**config.mk**
```make
export PLATFORM = sky130hd
export DESIGN_NAME = bus_timer
export DESIGN_NICKNAME = d
export VERILOG_FILES = /design/src/rtl/timer_pkg.sv /design/src/rtl/bus_timer.sv
export SDC_FILE = /design/constraint.sdc
export NUM_CORES = 1
export LEC_CHECK = 0
export BUFFER_PORTS_ARGS = -buffer_cell sky130_fd_sc_hd__buf_2
export CAP_MARGIN = 15
export CORE_MARGIN = 2
export CORE_UTILIZATION = 55
export DETAILED_ROUTE_END_ITERATION = 16
export PLACE_DENSITY_LB_ADDON = 0.05
export SYNTH_ARGS = -nofsm -noshare
export SYNTH_HDL_FRONTEND = slang
export SYNTH_SLANG_ARGS = --single-unit
```
**constraint.sdc**
```tcl
create_clock -name clk -period 7.6 [get_ports clk]
set_clock_uncertainty 0.05 [all_clocks]
set_input_delay 1.14 -clock clk [delete_from_list [all_inputs] [get_ports clk]]
set_output_delay 1.14 -clock clk [all_outputs]
set_load 0.1 [all_outputs]
```
**src/rtl/timer_pkg.sv**
```systemverilog
// Shared definitions for the bus timer: FSM encoding, register map,
// CTRL field positions and MODE codes.
package timer_pkg;

  localparam int timer_w = 32;

  typedef enum logic [1:0] {
    st_idle = 2'd0,
    st_load = 2'd1,
    st_cnt  = 2'd2,
    st_int  = 2'd3
  } state_t;

  localparam logic [1:0] addr_ctrl   = 2'd0;
  localparam logic [1:0] addr_preset = 2'd1;
  localparam logic [1:0] addr_count  = 2'd2;

  localparam int ctrl_en_bit   = 0;
  localparam int ctrl_mode_lsb = 1;
  localparam int ctrl_mode_msb = 2;
  localparam int ctrl_im_bit   = 3;

  localparam logic [1:0] mode_oneshot = 2'b00;
  localparam logic [1:0] mode_auto    = 2'b01;

endpackage

```
**src/rtl/bus_timer.sv**
```systemverilog
// Bus-programmable down-counting timer with one-shot / auto-reload modes
// and a maskable registered interrupt.
//
// state   | meaning
// --------+------------------------------------------------------------
// st_idle | stopped; waits for EN (including an EN written on this edge)
// st_load | copies PRESET into COUNT
// st_cnt  | counts COUNT down to zero; EN=0 stops and holds COUNT
// st_int  | sets done; one-shot clears EN, auto-reload reloads
module bus_timer
  import timer_pkg::*;
#(
  parameter int W = timer_w
) (
  input  logic         clk,
  input  logic         reset,
  input  logic [1:0]   addr,
  input  logic         we,
  input  logic [W-1:0] wdata,
  output logic [W-1:0] rdata,
  output logic         irq
);

  state_t       state, state_nxt;
  logic         ctrl_en, ctrl_im;
  logic [1:0]   ctrl_mode;
  logic [W-1:0] preset, count, count_nxt;
  logic         done, done_nxt;
  logic         en_nxt;

  logic         ctrl_wr, preset_wr;
  logic         en_w, im_w;
  logic [1:0]   mode_w;
  logic         auto_mode;

  assign ctrl_wr   = we && (addr == addr_ctrl);
  assign preset_wr = we && (addr == addr_preset);

  // CTRL as it will be after this edge's write; the FSM acts on these.
  assign en_w   = ctrl_wr ? wdata[ctrl_en_bit] : ctrl_en;
  assign im_w   = ctrl_wr ? wdata[ctrl_im_bit] : ctrl_im;
  assign mode_w = ctrl_wr ? wdata[ctrl_mode_msb:ctrl_mode_lsb] : ctrl_mode;

  // Reserved MODE encodings behave as one-shot.
  assign auto_mode = (ctrl_mode == mode_auto);

  always_comb begin
    state_nxt = state;
    count_nxt = count;
    en_nxt    = en_w;
    case (state)
      st_idle: begin
        if (en_w) state_nxt = st_load;
      end
      st_load: begin
        count_nxt = preset;
        state_nxt = st_cnt;
      end
      st_cnt: begin
        if (!en_w) begin
          state_nxt = st_idle;
        end else if (count == '0) begin
          state_nxt = st_int;
        end else begin
          count_nxt = count - W'(1);
        end
      end
      st_int: begin
        if (auto_mode) begin
          state_nxt = st_load;
        end else begin
          state_nxt = st_idle;
          // A CTRL write landing in INT keeps the written EN.
          if (!ctrl_wr) en_nxt = 1'b0;
        end
      end
      default: state_nxt = st_idle;
    endcase
  end

  always_comb begin
    done_nxt = done;
    if (state == st_int) begin
      done_nxt = 1'b1;
    end else if (ctrl_wr || auto_mode) begin
      done_nxt = 1'b0;
    end
  end

  always_ff @(posedge clk or negedge reset) begin
    if (!reset) begin
      state     <= st_idle;
      ctrl_en   <= 1'b0;
      ctrl_mode <= mode_oneshot;
      ctrl_im   <= 1'b0;
      preset    <= '0;
      count     <= '0;
      done      <= 1'b0;
      irq       <= 1'b0;
    end else begin
      state     <= state_nxt;
      ctrl_en   <= en_nxt;
      ctrl_mode <= mode_w;
      ctrl_im   <= im_w;
      if (preset_wr) preset <= wdata;
      count     <= count_nxt;
      done      <= done_nxt;
      irq       <= done_nxt & im_w;
    end
  end

  always_comb begin
    rdata = '0;
    case (addr)
      addr_ctrl:   rdata = {{(W-4){1'b0}}, ctrl_im, ctrl_mode, ctrl_en};
      addr_preset: rdata = preset;
      addr_count:  rdata = count;
      default:     rdata = '0;
    endcase
  end

endmodule
```
# Word-level counts from Yosys, hierarchy flattened
# Index checks and enable logic that the tools add are counted.
[op_classes] n_addsub=1 n_eq_ne=10 mux=16 n_bitwise=1 reduce_logical=9
[op_table] op="$pmux W32 S3" n=1
[op_table] op="$mux W32" n=2
[op_table] op="$pmux W32 S2" n=1
[op_table] op="$logic_not A32 Y1" n=1
[op_table] op="$sub A32 B1 Y32 const B" n=1
[op_table] op="$mux W1" n=8
[op_table] op="$pmux W2 S4" n=1
[op_table] op="$eq A2 B1 Y1 const B" n=3
[op_table] op="$eq A2 B2 Y1 const B" n=3
[op_table] op="$mux W2" n=3
[op_table] op="$ne A2 B2 Y1 const B" n=3
[op_table] op="$logic_not A2 Y1" n=2
[op_table] op="$ne A3 B3 Y1 const B" n=1
[op_table] op="$reduce_and A3 Y1" n=1
[op_table] op="$logic_and A1 B1 Y1" n=2
[op_table] op="$reduce_and A2 Y1" n=1
[op_table] op="$reduce_bool A2 Y1" n=1
[op_table] op="$and A1 B1 Y1" n=1
[op_table] op="$logic_or A1 B1 Y1" n=1
[totals] ff_bits=72 inputBits=37 out_inout_bits=33

# Longest topological paths before layout
[logic_depth] ltp_word=6 ltp_mapped=10 depth_no_buf=7

# Worst setup path before layout
# OpenSTA, ideal clock, no wires.
[synth_path] path_type="in2out" startpoint="in addr[1]" endpoint="out rdata[2]" arrival_ps=3526 path_slack_ps=2884 stages=3 n_path_buf=1 cell_sequence="buf_2 > mux2i_1 > o21ai_0"
[synth_between] elab_chain_cells=2
[synth_lines] element="start: declaration" line_no="bus_timer.sv:17" rtl="input logic [1:0] addr,"
[synth_lines] element="$eq A2 B2 Y1 (tied with other cells)" line_no="bus_timer.sv:114" rtl="case (addr)"
[synth_lines] element="$pmux W32 S3 (*)" line_no="bus_timer.sv:114"
[synth_lines] element="end: declaration" line_no="bus_timer.sv:20" rtl="output logic [W-1:0] rdata,"
# Mark *: on every way between the ends. The rest lies on a longest branch, timed or not.

# Worst setup path after layout
[layout_path] startpoint="in addr[0]" endpoint="out rdata[2]"
# The elaborated chain is that of the path after synthesis.

==> impl_metrics.tcl <==
set metrics [dict create \
    fillers 635 \
    die_x_um 90.9 \
    path_cells "buf_2 -> nor2b_2 -> buf_4 -> nand2_1 -> o21ai_0 -> buf_2" \
    p_leak_uw 0.00203 \
    busiest_layer "met2" \
    critPathMaxFanout 18 \
    period_needed_ns 4.07 \
    synth_edf_count 0 \
    drtPass1Iterations 5 \
    hold_viol_final 0 \
    die_area_mm2 0.00826 \
    clock-sinks 72 \
    worst-path-buf-inv 3 \
    worstMarginPinSlew_ns 1.11 \
    placed_area_mm2 0.00449 \
    post-route-period-util_pct 53.6 \
    start_util_pct 56.9 \
    cts_root_buf "clkbuf_8" \
    power.internal_uw 899 \
    netSwitchingFraction_pct 50.3 \
    portBuffers 69 \
    post_cts_buffers 0 \
    wl_mm 10.5 \
    setup_viol 0 \
    core-area_mm2 0.00729 \
    drive_gt1_share_pct 30.3 \
    cts_resized 0 \
    syn_nets 457 \
    status "finished clean" \
    synth_top_area_share_pct 43.4 \
    cts_hold_buf 0 \
    tritoncts "yes" \
    hp-start "done$_DFF_PN0_" \
    synth_flop_cell "dfrtp_1" \
    io_pins 70 \
    grt_max_degree 73 \
    grt_pass1_wl_mm 17.6 \
    h-tree-depth 3 \
    finalSetupTns_ns 0 \
    power-per-cell-area_mw_per_mm2 388 \
    clock_power_share_pct 15.3 \
    place_congestion 0.867 \
    cap_viol_max_count 0 \
    areaGrowthSynthToFinish_pct 12.3 \
    peakVddDrop_uv 183 \
    grt_use_total_pct 26.4 \
    viasPerCell 6.37 \
    layout_common_cells "dfrtp_1, buf_2, nand2_1" \
    hold_class "reg2reg" \
    synth_cell_type_count 68 \
    finalInstanceArea_mm2 0.00466 \
    comb_power_share_pct 46.4 \
    synth-seq-cells 72 \
    seq_area_mm2 0.00180 \
    path_clk_slew_ns 0.07 \
    synthArstFlopShare_pct 100 \
    endpoint_kind "output port" \
    final_cells 574 \
    grtUsageMet2_pct 41.8 \
    clockBufferDepth 2 \
    reg2reg_depth 7 \
    postSynthAreaPerCell_um2 9.91 \
    multi_input_area_mm2 0.00214 \
    switching_power_uw 910 \
    min_to "done$_DFF_PN0_" \
    synth_top_cell_by_area "dfrtp_1" \
    syn_area_mm2 0.00415 \
    relSlewSlack_pct 25.9 \
    p_seq_share_pct 38.3 \
    vias 3656 \
    cpMostUsedCell "buf_2" \
    drt_iter0_drc 250 \
    cp_top_family "buffers and inverters" \
    cp-start-kind "input pin" \
    r2r_slack_ns 4.48 \
    synthTopCellsByArea "dfrtp_1, mux2_2, a22o_1" \
    rows 31 \
    rr_endpoint "count[31]$_DFFE_PN0P_" \
    critical_path.slowest_cell "nor2b_2" \
    overflow 0 \
    cts-buffers-inserted 9 \
    layout_commonest_cell "dfrtp_1" \
    hold-path-cell-count 2 \
    startpoint "addr[0]" \
    diodes 0 \
    drc 0 \
    finalMaxSlewViolations 0 \
    antenna_found_initial 0 \
    hpwl_mm 6.93 \
    wl_per_cell_um 18.3 \
    die_y_um 90.9 \
    grt_pass1_vias 3548 \
    gr-usage-met3_pct 4.92 \
    worstReg2RegStart "state[1]$_DFFE_PN0P_" \
    nets 508 \
    postSynthCellCount 419 \
    use_met1_pct 35.8 \
    insertion_delay_ns 0.36 \
    dp.cells 558 \
    rsz0062_at_grt "no" \
    drtAntennaViolNets 0 \
    worst_ep_required_time_ns 6.41 \
    fmax_mhz 246 \
    yosysWarnings 0 \
    ys_seq_area_share_pct 43.4 \
    slowest_delay_ns 0.61 \
    cp.arrival_ns 2.88 \
    worstSetupPathType "in2out" \
]
-- synthesized netlist by cell type (3+ instances only) --
cell and n:
nand2b_1 3, a31oi_1 17, o31ai_1 6, a22o_1 29, mux2_2 32, nand3_1 10, and3_1 3, nand2_1 36
buf_2 5, o41ai_1 3, a22oi_1 4, o211ai_1 5, inv_1 6, a211oi_1 3, o2bb2ai_1 3, o22a_1 3
buf_1 5, o22ai_1 3, o21ai_1 6, mux2i_1 5, a21oi_1 17, dfrtp_1 72, o21ai_0 22, nor3_1 16
clkbuf_1 19, nor2b_1 4, nor2_1 19, nor4_1 4, buf_6 5, nand4_1 5
-- tightest hold or removal path, cell delays in order, from the launching register on --
cell,delay [ns]
dfrtp_1,0.33
nand3_1,0.06
nand2_1,0.08
-- worst max path at each step --
stage / endpoint / cells after the start
6_report: rdata[2] / 6
2_1_floorplan: rdata[2] / 3
4_1_cts: rdata[2] / 6
5_1_grt: rdata[3] / 6
3_5_place_dp: rdata[1] / 6
3_3_place_gp: rdata[2] / 6
-- logic make-up (layout without fill, tap and decap cells) --
| group | after synthesis | in the layout | share of synthesized area (%) |
|---|---|---|---|
| simple gates | 123 | 123 | 16.7 |
| mux | 37 | 37 | 9.89 |
| fa+ha+maj | 1 | 1 | 0.301 |
| buf+inv | 43 | 99 | 5.27 |
| flops | 72 | 72 | 43.4 |
| compound gates | 143 | 143 | 24.4 |
-- metrics by stage --
step | hold WS (ns) | worst slack, ns | utilization [%] | power [uW]
after floorplan | 0.405 | 2.88 | - | 1360
after global placement | 0.430 | 3.60 | 61.5 | 1510
after detailed placement | 0.447 | 3.56 | 61.5 | 1530
after CTS | 0.465 | 3.55 | 63.9 | 1810
after global routing | 0.495 | 3.41 | 63.9 | 1920
final | 0.463 | 3.53 | 63.9 | 1810
-- sequential cells by signal (all words and copies together) (netlist names) --
name       cells
ctrl_en        1
ctrl_im        1
count         32
state          2
ctrl_mode      2
done           1
irq            1
preset        32
-- power by group through the flow --
stage,Combinational (uW),Clock [uW],Sequential (uW)
after floorplan,732,0,633
after global placement,817,0,690
after detailed placement,835,0,693
after CTS,838,282,687
after global routing,908,294,716
final,840,276,692
-- metal layers --
layer | vias up | share of wire [%]
met5 | - | 0
met4 | 0 | 1.9
met3 | 20 | 6.5
met2 | 151 | 46
met1 | 1776 | 45
li1 | 1709 | -
-- layout make-up --
class | instances | area share [%]
clock buffer | 11 | 3.03
clock inverter | 5 | 0.698
inverter | 7 | 0.564
multi-input combinational | 304 | 45.9
sequential | 72 | 38.6
tap | 99 | 2.66
timing repair buffer | 76 | 8.53
No activity file was read; power rests on OpenSTA's default activity.
